`src/rtl/gf180mcu_ocd_io__pwr_seq_ctrl.sv`:
```
// Pad-ring power sequencer: synchronizes the supply-good flags, then enables the
// pad-driver segments one at a time, releases pad hold when all are up, ramps
// them back down on request, and drops everything at once on supply loss.
module gf180mcu_ocd_io__pwr_seq_ctrl #(
  parameter int NSEG        = 4,
  parameter int STAGGER     = 8,
  parameter int TIMEOUT     = 1024,
  parameter int SYNC_STAGES = 2
) (
  input  logic            CLK,
  input  logic            RST,
  input  logic            PWR_REQ,
  input  logic            FAULT_CLR,
  input  logic            VDD_OK,
  input  logic [NSEG-1:0] DVDD_OK,
  output logic [NSEG-1:0] SEG_EN,
  output logic            PAD_HOLD,
  output logic            READY,
  output logic            FAULT,
  output logic [2:0]      STATE
);

  localparam int CMAX = (TIMEOUT > STAGGER) ? TIMEOUT : STAGGER;
  localparam int CW   = $clog2(CMAX + 1);
  localparam int IW   = (NSEG > 1) ? $clog2(NSEG) : 1;

  localparam logic [CW-1:0] TO_LAST  = CW'(TIMEOUT - 1);
  localparam logic [CW-1:0] ST_LAST  = CW'(STAGGER - 1);
  localparam logic [IW-1:0] IDX_LAST = IW'(NSEG - 1);

  typedef enum logic [2:0] {
    S_OFF  = 3'd0,
    S_WAIT = 3'd1,
    S_UP   = 3'd2,
    S_ON   = 3'd3,
    S_DN   = 3'd4,
    S_FLT  = 3'd5
  } state_t;

  state_t                           state_q, state_d;
  logic [CW-1:0]                    cnt_q, cnt_d;
  logic [IW-1:0]                    idx_q, idx_d;
  logic [NSEG-1:0]                  seg_en_q, seg_en_d;
  logic                             hold_q, hold_d;
  logic                             ready_q, ready_d;
  logic                             fault_q, fault_d;
  logic [SYNC_STAGES-1:0]           vdd_sync_q;
  logic [SYNC_STAGES-1:0][NSEG-1:0] dvdd_sync_q;
  logic                             supply_ok;
  logic                             lose;

  // Synchronizer chains for the asynchronous supply-good flags.
  always_ff @(posedge CLK) begin
    if (RST) begin
      vdd_sync_q  <= '0;
      dvdd_sync_q <= '0;
    end else begin
      vdd_sync_q  <= {vdd_sync_q[SYNC_STAGES-2:0], VDD_OK};
      dvdd_sync_q <= {dvdd_sync_q[SYNC_STAGES-2:0], DVDD_OK};
    end
  end

  assign supply_ok = vdd_sync_q[SYNC_STAGES-1] & (&dvdd_sync_q[SYNC_STAGES-1]);

  // Next-state and output logic; a supply loss overrides whatever the case chose.
  always_comb begin
    state_d  = state_q;
    cnt_d    = cnt_q;
    idx_d    = idx_q;
    seg_en_d = seg_en_q;
    hold_d   = hold_q;
    ready_d  = ready_q;
    fault_d  = fault_q;
    lose     = 1'b0;
    unique case (state_q)
      S_OFF: if (PWR_REQ) begin
        state_d = S_WAIT;
        cnt_d   = '0;
      end
      S_WAIT: begin
        if (!PWR_REQ) begin
          state_d = S_OFF;
          cnt_d   = '0;
        end else if (supply_ok) begin
          state_d  = S_UP;
          seg_en_d = NSEG'(1);
          idx_d    = '0;
          cnt_d    = '0;
        end else if (cnt_q == TO_LAST) begin
          lose = 1'b1;
        end else begin
          cnt_d = cnt_q + CW'(1);
        end
      end
      S_UP: begin
        if (!supply_ok) begin
          lose = 1'b1;
        end else if (!PWR_REQ) begin
          state_d = S_DN;
          hold_d  = 1'b1;
          ready_d = 1'b0;
          cnt_d   = '0;
        end else if (cnt_q == ST_LAST) begin
          cnt_d = '0;
          if (idx_q == IDX_LAST) begin
            state_d = S_ON;
            hold_d  = 1'b0;
            ready_d = 1'b1;
          end else begin
            // Thermometer grow: next segment above the current top.
            seg_en_d = (seg_en_q << 1) | NSEG'(1);
            idx_d    = idx_q + IW'(1);
          end
        end else begin
          cnt_d = cnt_q + CW'(1);
        end
      end
      S_ON: begin
        if (!supply_ok) begin
          lose = 1'b1;
        end else if (!PWR_REQ) begin
          state_d = S_DN;
          hold_d  = 1'b1;
          ready_d = 1'b0;
          cnt_d   = '0;
        end
      end
      S_DN: begin
        if (!supply_ok) begin
          lose = 1'b1;
        end else if (cnt_q == ST_LAST) begin
          cnt_d = '0;
          if (seg_en_q == '0) state_d = S_OFF;
          else                seg_en_d = seg_en_q >> 1;
        end else begin
          cnt_d = cnt_q + CW'(1);
        end
      end
      S_FLT: if (FAULT_CLR && !PWR_REQ) begin
        state_d = S_OFF;
        fault_d = 1'b0;
      end
      default: state_d = S_OFF;
    endcase
    if (lose) begin
      state_d  = S_FLT;
      seg_en_d = '0;
      hold_d   = 1'b1;
      ready_d  = 1'b0;
      fault_d  = 1'b1;
      cnt_d    = '0;
    end
  end

  // State and registered outputs.
  always_ff @(posedge CLK) begin
    if (RST) begin
      state_q  <= S_OFF;
      cnt_q    <= '0;
      idx_q    <= '0;
      seg_en_q <= '0;
      hold_q   <= 1'b1;
      ready_q  <= 1'b0;
      fault_q  <= 1'b0;
    end else begin
      state_q  <= state_d;
      cnt_q    <= cnt_d;
      idx_q    <= idx_d;
      seg_en_q <= seg_en_d;
      hold_q   <= hold_d;
      ready_q  <= ready_d;
      fault_q  <= fault_d;
    end
  end

  assign SEG_EN   = seg_en_q;
  assign PAD_HOLD = hold_q;
  assign READY    = ready_q;
  assign FAULT    = fault_q;
  assign STATE    = state_q;

endmodule

```
`config.mk`:
```
export PLATFORM = sky130hd
export DESIGN_NAME = gf180mcu_ocd_io__pwr_seq_ctrl
export DESIGN_NICKNAME = d
export VERILOG_FILES = /design/src/rtl/gf180mcu_ocd_io__pwr_seq_ctrl.sv
export SDC_FILE = /design/constraint.sdc
export NUM_CORES = 1
export LEC_CHECK = 0
export CORE_UTILIZATION = 23
export DETAILED_ROUTE_END_ITERATION = 10
export PLACE_DENSITY_LB_ADDON = 0.05
export SYNTH_ARGS = -nofsm -noshare
export SYNTH_HDL_FRONTEND = slang
export SYNTH_SLANG_ARGS = --single-unit
```
`constraint.sdc`:
```
create_clock -name CLK -period 3.1 [get_ports CLK]
set_input_delay 0.775 -clock CLK [delete_from_list [all_inputs] [get_ports CLK]]
set_output_delay 0.775 -clock CLK [all_outputs]
set_load 0.05 [all_outputs]
```
After elaboration in Yosys (flattened, before gate mapping)
Cells that the tools add are included.
- register bits: 33
- input bits: 9
- output and inout port bits: 10
- logic and storage cells: 136
- add/sub/neg operators: 2
- eq/ne operators: 37
- muxes and demuxes: 65
- bitwise gates (word level): 1
- reductions and logical operators: 20
- operator list (kind ; count):
    11-bit two-way mux ; 10
    11-bit case mux with 5 select lines ; 1
    3-bit two-way mux ; 14
    4-bit two-way mux ; 9
    3-bit != test (second input constant) ; 11
    2-bit != test (second input constant) ; 14
    11-bit AND reduction ; 2
    1-bit two-way mux ; 19
    3-bit case mux with 6 select lines ; 1
    4-bit != test (second input constant) ; 4
    7-bit AND reduction ; 2
    2-bit two-way mux ; 6
    4-bit case mux with 3 select lines ; 1
    11-bit by 1-bit adder with 11-bit output (second input constant) ; 1
    11-bit by 10-bit == test with 1-bit output (second input constant) ; 1
    11-bit by 3-bit == test with 1-bit output (second input constant) ; 1
    10-bit AND reduction ; 1
    2-bit nonzero test ; 4
    3-bit by 2-bit == test with 1-bit output (second input constant) ; 2
    3-bit == test (second input constant) ; 2
    1-bit case mux with 2 select lines ; 3
    6-bit AND reduction ; 1
    5-bit nonzero test ; 1
    4-bit zero test ; 1
    other kinds (13) ; 13

Longest topological paths before layout
Gate-level depths: netlist (run 1).
- depth in word-level cells: 7
- gate-level depth with buffers: 8
- depth with buffers taken out: 6

Worst setup path before layout (run 1)
No wires, ideal clock.
- kind: input-to-reg
- start point: input port PWR_REQ
- end point: register cnt_q[4]
- setup time: 0.070 ns
- data arrival time: 2.332 ns
- data required time: 3.030 ns
- path slack: 0.698 ns
- stages on the path: 7
- buffers on the path: 2
- cells stage by stage: clkbuf_1 a21o_1 a221oi_1 o311ai_1 clkbuf_1 or3_2 a21oi_1
- longest elaborated chain between the ends: 3
- elaborated cells on any way between the ends: 11
- classes of those cells: 3 x eq/ne; 6 x mux; 2 x reduce/logical
- RTL lines (what ; line ; RTL):
    start, declared ; 12 ; input logic PWR_REQ,
    11-bit two-way mux / 1-bit two-way mux (equally long branches) ; 98, 81 ;
    11-bit two-way mux / 1-bit case mux with 2 select lines (equally long branches) ; 96, 75 ;
    11-bit case mux with 5 select lines / 2-bit OR reduction (equally long branches) ; n/a ;
    end signal, assigned ; 167 ; cnt_q <= cnt_d;
    end, declared ; 41 ; logic [CW-1:0] cnt_q, cnt_d;
Several ways; a longest one is shown, not always the timed one. The select of a mux whose other input is x is not followed.
A chain may end at the register's enable or synchronous reset.

Worst setup path after layout (run 1)
- start point: register state_q[0], in the netlist STATE[0]
- end point: output port STATE[0]
- RTL lines (what ; line ; RTL):
    start, declared ; 40 ; state_t state_q, state_d;
    start signal, assigned ; 166 ; state_q <= state_d;
    end, declared ; 20 ; output logic [2:0] STATE
No word-level cell between the ends.

==> impl_metrics.prom, run 1 <==
# TYPE chip_impl_metric gauge
chip_impl_metric{name="place_ws",unit="ps"} 108
chip_impl_info{name="largest_area_contributor_in_the_netlist",value="dfxtp_1"} 1
chip_impl_metric{name="die_x",unit="um"} 89.8
chip_impl_metric{name="syn_area_per_cell",unit="um2"} 8.86
chip_impl_metric{name="worst_slew_margin_rel",unit="%"} 59.2
chip_impl_metric{name="port_buffers",unit=""} 18
chip_impl_metric{name="synth-edff-count",unit=""} 0
chip_impl_info{name="tritoncts",value="yes"} 1
chip_impl_metric{name="post_cts_resized",unit=""} 0
chip_impl_info{name="grt_busiest_layer",value="met2"} 1
chip_impl_metric{name="cp_data_arrival_time",unit="ps"} 1910
chip_impl_metric{name="die_h",unit="um"} 89.8
chip_impl_metric{name="tightestPinTransition",unit="ps"} 606
chip_impl_metric{name="max_clock_freq",unit="MHz"} 372
chip_impl_metric{name="grtUsageTotal",unit="%"} 12.3
chip_impl_metric{name="final.min_clock_period",unit="ps"} 2690
chip_impl_metric{name="grt.overflow.total",unit=""} 0
chip_impl_metric{name="yosysWarningCount",unit=""} 0
chip_impl_metric{name="grt_max_degree",unit=""} 23
chip_impl_metric{name="num_antenna_cells",unit=""} 0
chip_impl_info{name="synth_top_area_cells",value="dfxtp_1 37%, a21oi_1 5.9%, nor2b_1 4.6%"} 1
chip_impl_metric{name="core_area",unit="mm2"} 0.00733
chip_impl_metric{name="critical-path-max-stage-delay",unit="ps"} 920
chip_impl_metric{name="path_max_fanout",unit=""} 15
chip_impl_metric{name="max-clock-path-buffers",unit=""} 2
chip_impl_info{name="critical-path-slowest-cell",value="clkdlybuf4s50_1"} 1
chip_impl_metric{name="detailed_place_hpwl",unit="um"} 3310
chip_impl_metric{name="ioPinCount",unit=""} 19
chip_impl_metric{name="area_growth_syn_to_layout",unit="%"} 22.9
chip_impl_metric{name="num_clock_sinks",unit=""} 33
chip_impl_metric{name="leakagePower",unit="nW"} 0.684
chip_impl_metric{name="cts_made_buffers",unit=""} 5
chip_impl_metric{name="netlist_instances",unit=""} 200
chip_impl_info{name="min-delay-path-class",value="flop to flop"} 1
chip_impl_metric{name="post_route_cells_drive_above_1_share",unit="%"} 13.0
chip_impl_metric{name="synth_top_area_share",unit="%"} 37.3
chip_impl_info{name="critical_path.startpoint_type",value="flop"} 1
chip_impl_info{name="critical_path.cell_chain",value="clkdlybuf4s50_1"} 1
chip_impl_metric{name="crit_buf_inv",unit=""} 1
chip_impl_info{name="crit_path_end_kind",value="output pin"} 1
chip_impl_metric{name="remaining_drc_errors",unit=""} 0
chip_impl_metric{name="met3_usage_in_global_routing",unit="%"} 3.38
chip_impl_metric{name="report.final.setup_viol",unit=""} 0
chip_impl_info{name="run_status",value="finished, final reports clean"} 1
chip_impl_metric{name="start_util",unit="%"} 24.2
chip_impl_metric{name="synth_async_sr_flop_share",unit="%"} 0
chip_impl_metric{name="nets",unit=""} 233
chip_impl_metric{name="first_iter_violations",unit=""} 58
chip_impl_metric{name="clock_skew",unit="ps"} 9.14
chip_impl_metric{name="ys_ff_latch",unit=""} 33
chip_impl_metric{name="final_antenna_net_count",unit=""} 0
chip_impl_metric{name="detailedRoute.firstPassIterationCount",unit=""} 4
chip_impl_info{name="synthFlopType",value="dfxtp_1"} 1
chip_impl_info{name="clock_tree.root_cell",value="clkbuf_8"} 1
chip_impl_metric{name="worst_setup_hold_path_clk_slew",unit="ps"} 80
chip_impl_metric{name="cts_hold_repair.buffers",unit=""} 0
chip_impl_metric{name="use_met1",unit="%"} 15.5
chip_impl_metric{name="floorplan.die_area",unit="mm2"} 0.00806
chip_impl_metric{name="yosysSeqAreaShare",unit="%"} 37.3
chip_impl_metric{name="synth_cell_type_count",unit=""} 57
chip_impl_metric{name="wirelength",unit="um"} 4570
chip_impl_metric{name="mappedNetlistArea",unit="mm2"} 0.00177
chip_impl_metric{name="finalCritPeriodShare",unit="%"} 86.8
chip_impl_metric{name="setup.reg_to_reg.worst_slack",unit="ps"} 650
chip_impl_metric{name="grt_pass1_wl",unit="um"} 7910
chip_impl_metric{name="final_critical_path_setup_slack",unit="ps"} 410
chip_impl_metric{name="max_cap_viol_count",unit=""} 0
chip_impl_info{name="path_class",value="flop to output pin"} 1
chip_impl_metric{name="placementRows",unit=""} 31
chip_impl_metric{name="htree_num_levels",unit=""} 2
chip_impl_metric{name="wl_per_cell",unit="um"} 14.2
chip_impl_metric{name="first_global_vias",unit=""} 1590
chip_impl_metric{name="finalMaxSlewViolations",unit=""} 0
chip_impl_metric{name="routabilityCongestion",unit=""} 0.753
chip_impl_metric{name="initial_antenna_violation_count",unit=""} 0
chip_impl_metric{name="vias_per_cell",unit=""} 5.01
chip_impl_metric{name="pwr_density_cell",unit="mW/mm2"} 689
chip_impl_metric{name="setup_total_negative_slack",unit="ps"} 0
chip_impl_metric{name="final_hold_viol_count",unit=""} 0
chip_impl_metric{name="peak_supply_drop",unit="mV"} 0.174
chip_impl_metric{name="postSynthNetCount",unit=""} 211
chip_impl_metric{name="final.hold.worst_slack",unit="ps"} 439
chip_impl_metric{name="cp_data_required_time",unit="ps"} 2320
chip_impl_metric{name="groute.layer.met2.usage",unit="%"} 19.9
chip_impl_info{name="kind_of_cell_adding_the_most_delay_to_the_critical_path",value="buffers and inverters"} 1
chip_impl_info{name="unrepaired_setup_endpoints_after_global_routing",value="false"} 1
chip_impl_metric{name="postCtsSetupBuffers",unit=""} 0
chip_impl_metric{name="total_number_of_vias",unit=""} 1613
chip_impl_metric{name="worst_skew_pair.late_latency",unit="ps"} 290
## path summary, 6_finish.rpt
check / startpoint / end / cells past startpoint
setup reg to reg: cnt_q[0] / STATE[2] / 6
hold reg to reg: vdd_sync_q[0] / vdd_sync_q[1] / 1
setup / recovery: STATE[0] / STATE[0] / 1
hold / removal: vdd_sync_q[0] / vdd_sync_q[1] / 1
## kinds of logic (layout without fill, tap and decap cells)
logic type / Yosys count / after routing / synth area share [%]
buf+inv: 13 / 36 / 4.38
simple gates: 86 / 86 / 30.5
flops: 33 / 33 / 37.3
compound gates: 66 / 66 / 26.4
fa+ha+maj: 2 / 2 / 1.41
## stage by stage
step           power (mW)  area [um2]  std cells  utilization (%)
2_1_floorplan       0.944        1770        200                -
3_3_place_gp         1.09        2060        314             28.1
3_5_place_dp         1.09        2060        314             28.1
5_1_grt              1.61        2180        322             29.7
6_report             1.50        2180        322             29.7
4_1_cts              1.53        2180        322             29.7
## synthesized netlist by cell type, drive strengths merged, types with 2 or more instances
cell type	instances
nand3b	2
nor2	7
nor3	5
or3	10
dfxtp	33
o31a	2
a21oi	21
ha	2
buf	3
o21bai	2
a221oi	2
or2	2
o21ai	12
a22oi	3
nor4	4
nand3	2
nor3b	3
and2	2
nor2b	13
or2b	2
nor4b	2
nand2b	4
a311oi	2
inv	3
nand4	3
or3b	2
clkbuf	7
or4	4
nand2	14
o31ai	8
a21o	3
## sequential cells by signal, indices dropped and copies added (netlist names)
name         cells
dvdd_sync_q      8
STATE            3
idx_q            2
PAD_HOLD         1
cnt_q           11
vdd_sync_q       2
READY            1
SEG_EN           4
FAULT            1
## per-layer routing
layer	routed length [um]	part of all wire (%)
met1	2240	49
met2	2120	46
met3	155	3.4
met4	55	1.2
met5	0	0
## area by class of cell
| type | instances | area, um2 |
|---|---|---|
| Fill cell | 778 | 5150 |
| Multi-Input combinational cell | 154 | 1030 |
| Sequential cell | 33 | 661 |
| Timing Repair Buffer | 25 | 233 |
| Tap cell | 99 | 124 |
| Clock buffer | 5 | 68.8 |
| Clock inverter | 3 | 46.3 |
| Inverter | 3 | 11.3 |
## where the power goes
group / switching [mW] / leakage [nW] / total, mW / internal, mW
clock: 0.174 / 0.0543 / 0.414 / 0.241
combinational: 0.340 / 0.361 / 0.561 / 0.220
sequential: 0.0702 / 0.269 / 0.525 / 0.455
## worst register-to-register path: stages (launching register included)
cell       delay, ps
dfxtp_1          430
ha_1             260
or2b_2           320
or3_4            460
a2bb2oi_4        230
or3b_1           400
a221oi_1         270
## placed cells by master (no fill, tap or decap), types with 2 or more instances in the layout
master,count
clkbuf_8,5
a21o_1,3
nor2b_1,13
or3_1,8
nor2_1,7
o21ai_0,12
a22oi_1,3
a311oi_1,2
o31a_1,2
or2_2,2
nand2b_1,4
inv_1,3
nor4b_1,2
buf_4,7
nand3b_1,2
nand3_1,2
or4_1,4
a21oi_1,21
nor3b_1,3
dfxtp_1,33
nor3_1,5
nor4_1,4
nand4_1,3
clkdlybuf4s50_1,18
o31ai_1,7
ha_1,2
a221oi_1,2
or2b_2,2
nand2_1,14
Note: power is estimated with default switching activity, not from simulation.
==> run 2: changes to the inputs <==
==> constraint.sdc (replaced) <==
create_clock -name CLK -period 2.3 [get_ports CLK]
set_input_delay 0.575 -clock CLK [delete_from_list [all_inputs] [get_ports CLK]]
set_output_delay 0.575 -clock CLK [all_outputs]
set_load 0.05 [all_outputs]
==> impl_metrics.prom, run 2 (synthesis results as in run 1) <==
# TYPE chip_impl_metric gauge
chip_impl_metric{name="worst_slew_margin_rel",unit="%"} 64.4
chip_impl_metric{name="max-clock-path-buffers",unit=""} 2
chip_impl_metric{name="path_max_fanout",unit=""} 3
chip_impl_metric{name="final.min_clock_period",unit="ps"} 2220
chip_impl_metric{name="total_number_of_vias",unit=""} 1691
chip_impl_metric{name="grtUsageTotal",unit="%"} 12.3
chip_impl_metric{name="sequential_cell_area",unit="um2"} 663
chip_impl_info{name="cp_launch_point",value="cnt_q[4]"} 1
chip_impl_metric{name="finalCritPeriodShare",unit="%"} 96.5
chip_impl_metric{name="ioPinCount",unit=""} 19
chip_impl_metric{name="cp_data_arrival_time",unit="ps"} 2410
chip_impl_metric{name="place_ws",unit="ps"} -328
chip_impl_metric{name="num_antenna_cells",unit=""} 0
chip_impl_metric{name="detailed_place_hpwl",unit="um"} 3600
chip_impl_metric{name="wirelength",unit="um"} 4950
chip_impl_metric{name="first_global_vias",unit=""} 1655
chip_impl_info{name="critPathCapture",value="STATE[2]"} 1
chip_impl_metric{name="intPower",unit="mW"} 1.39
chip_impl_info{name="most-common-layout-cells",value="36 x buf_4, 31 x dfxtp_1, 20 x a21oi_1"} 1
chip_impl_info{name="r2r-start",value="cnt_q[4]"} 1
chip_impl_metric{name="ff2ff_path_depth",unit=""} 5
chip_impl_info{name="most_frequent_standard_cell_in_the_layout_excluding_fill_and_tap_cells",value="buf_4"} 1
chip_impl_metric{name="grt.overflow.total",unit=""} 0
chip_impl_metric{name="routabilityCongestion",unit=""} 0.763
chip_impl_metric{name="max_clock_freq",unit="MHz"} 451
chip_impl_metric{name="die_x",unit="um"} 89.8
chip_impl_info{name="worst_r2r_endpoint",value="STATE[2]"} 1
chip_impl_metric{name="detailedRoute.firstPassIterationCount",unit=""} 4
chip_impl_metric{name="setup.reg_to_reg.worst_slack",unit="ps"} 80
chip_impl_metric{name="finalMaxSlewViolations",unit=""} 0
chip_impl_metric{name="sequentialPowerShare",unit="%"} 31.2
chip_impl_metric{name="floorplan.die_area",unit="mm2"} 0.00806
chip_impl_metric{name="cts_hold_repair.buffers",unit=""} 0
chip_impl_metric{name="largest_register_ff_count",unit=""} 11
chip_impl_metric{name="initial_antenna_violation_count",unit=""} 0
chip_impl_metric{name="power_switching",unit="mW"} 0.883
chip_impl_metric{name="vias_per_cell",unit=""} 4.82
chip_impl_info{name="tritoncts",value="yes"} 1
chip_impl_metric{name="placementRows",unit=""} 31
chip_impl_metric{name="final_hold_viol_count",unit=""} 0
chip_impl_metric{name="filler_cell_count",unit=""} 760
chip_impl_metric{name="port_buffers",unit=""} 18
chip_impl_metric{name="report.power.total",unit="mW"} 2.28
chip_impl_metric{name="num_clock_sinks",unit=""} 33
chip_impl_metric{name="report.final.setup_viol",unit=""} 0
chip_impl_metric{name="clock_power_share",unit="%"} 24.7
chip_impl_metric{name="tightestPinTransition",unit="ps"} 529
chip_impl_metric{name="leakagePower",unit="nW"} 0.853
chip_impl_metric{name="worst_setup_hold_path_clk_slew",unit="ps"} 80
chip_impl_metric{name="max_cap_viol_count",unit=""} 0
chip_impl_metric{name="final_antenna_net_count",unit=""} 0
chip_impl_metric{name="first_iter_violations",unit=""} 75
chip_impl_metric{name="final_critical_path_setup_slack",unit="ps"} 80.3
chip_impl_metric{name="clock_skew",unit="ps"} 8.10
chip_impl_info{name="path_class",value="flop to flop"} 1
chip_impl_metric{name="utilization",unit="%"} 33.4
chip_impl_info{name="critical_path.startpoint_type",value="flop"} 1
chip_impl_info{name="regMostFlops",value="cnt_q"} 1
chip_impl_metric{name="post_route_cells_drive_above_1_share",unit="%"} 27.0
chip_impl_metric{name="start_util",unit="%"} 24.2
chip_impl_metric{name="sw_frac_of_total",unit="%"} 38.8
chip_impl_metric{name="cp_data_required_time",unit="ps"} 2500
chip_impl_info{name="crit_path_end_kind",value="flop"} 1
chip_impl_metric{name="grt_max_degree",unit=""} 23
chip_impl_metric{name="worst_skew_pair.late_latency",unit="ps"} 290
chip_impl_metric{name="core_area",unit="mm2"} 0.00733
chip_impl_metric{name="grt_pass1_wl",unit="um"} 7960
chip_impl_metric{name="peak_supply_drop",unit="mV"} 0.286
chip_impl_metric{name="multi_input_area",unit="mm2"} 0.00108
chip_impl_metric{name="die_h",unit="um"} 89.8
chip_impl_metric{name="wl_per_cell",unit="um"} 14.1
chip_impl_metric{name="combinationalPowerShare",unit="%"} 44.1
chip_impl_info{name="min-delay-path-class",value="flop to flop"} 1
chip_impl_metric{name="pwr_density_cell",unit="mW/mm2"} 930
chip_impl_info{name="run_status",value="finished, final reports clean"} 1
chip_impl_info{name="clock_tree.root_cell",value="clkbuf_8"} 1
chip_impl_metric{name="htree_num_levels",unit=""} 2
chip_impl_metric{name="nets",unit=""} 262
chip_impl_metric{name="remaining_drc_errors",unit=""} 0
chip_impl_metric{name="cts_made_buffers",unit=""} 5
chip_impl_metric{name="area_growth_syn_to_layout",unit="%"} 38.1
run 2: cell types whose count changed in the layout (fill, tap and decap cells not counted), moves of 2 or more:
cell             previous run  this run
buf_4                       7        36
clkdlybuf4s50_1            18        14
buf_6                       0         2
dfxtp_1                    33        31
dfxtp_2                     0         2
run 2: how the worst min path moves through the flow:
stage / start / to / slack, ps / cells after the start
6_report: dvdd_sync_q[0] / dvdd_sync_q[4] / 440 / 1
5_1_grt: dvdd_sync_q[0] / dvdd_sync_q[4] / 470 / 1
4_1_cts: dvdd_sync_q[0] / dvdd_sync_q[4] / 450 / 1
3_5_place_dp: vdd_sync_q[0] / vdd_sync_q[1] / 430 / 1
3_3_place_gp: dvdd_sync_q[1] / dvdd_sync_q[5] / 420 / 1
2_1_floorplan: dvdd_sync_q[0] / dvdd_sync_q[4] / 410 / 1
run 2: area by class of cell:
| class | instances | area share (%) |
|---|---|---|
| Timing Repair Buffer | 54 | 18.4 |
| Inverter | 3 | 0.460 |
| Multi-Input combinational cell | 154 | 44.3 |
| Sequential cell | 33 | 27.1 |
| Tap cell | 99 | 5.06 |
| Clock inverter | 3 | 1.89 |
| Clock buffer | 5 | 2.81 |
run 2: power by group through the flow:
stage               clock network (mW)  registers (mW)  logic, mW
floorplan                            0           0.762      0.512
global placement                     0           0.711      0.850
detailed placement                   0           0.710      0.847
CTS                              0.587           0.701      0.862
global route                     0.607           0.720       1.09
finish                           0.562           0.711       1.00
run 2: routing by layer:
layer  track usage (%)  share of wire [%]  up-vias  wire length [um]
met5                 0                  0        -                 0
met4              3.69                1.9        0                95
met3              2.71                4.1        9               204
met2              21.1                 48       43              2380
met1              15.3                 46      781              2270
li1                  -                  -      858                 -
run 2: stage by stage:
stage          std cells  cell area, um2  hold slack, ps  setup TNS [ps]
2_1_floorplan        200            1770             414               0
4_1_cts              348            2380             453               0
3_3_place_gp         340            2250             419           -4620
3_5_place_dp         340            2250             430           -4510
5_1_grt              351            2450             465          -0.578
6_report             351            2450             443               0
run 2: what timing repair did:
| action | 4_1_cts | 5_1_grt |
|---|---|---|
| pin swaps | 0 | 4 |
| resized for setup | 2 | 14 |
| gates cloned | 0 | 2 |
| setup endpoints to repair | 5 | 18 |
| buffers inserted | 0 | 1 |
run 2: critical path, stage by stage (launching register included):
cell and delay [ps]:
dfxtp_1 310, or4b_1 580, or3_4 410, a2bb2oi_4 160, or3b_1 400, a221oi_1 270
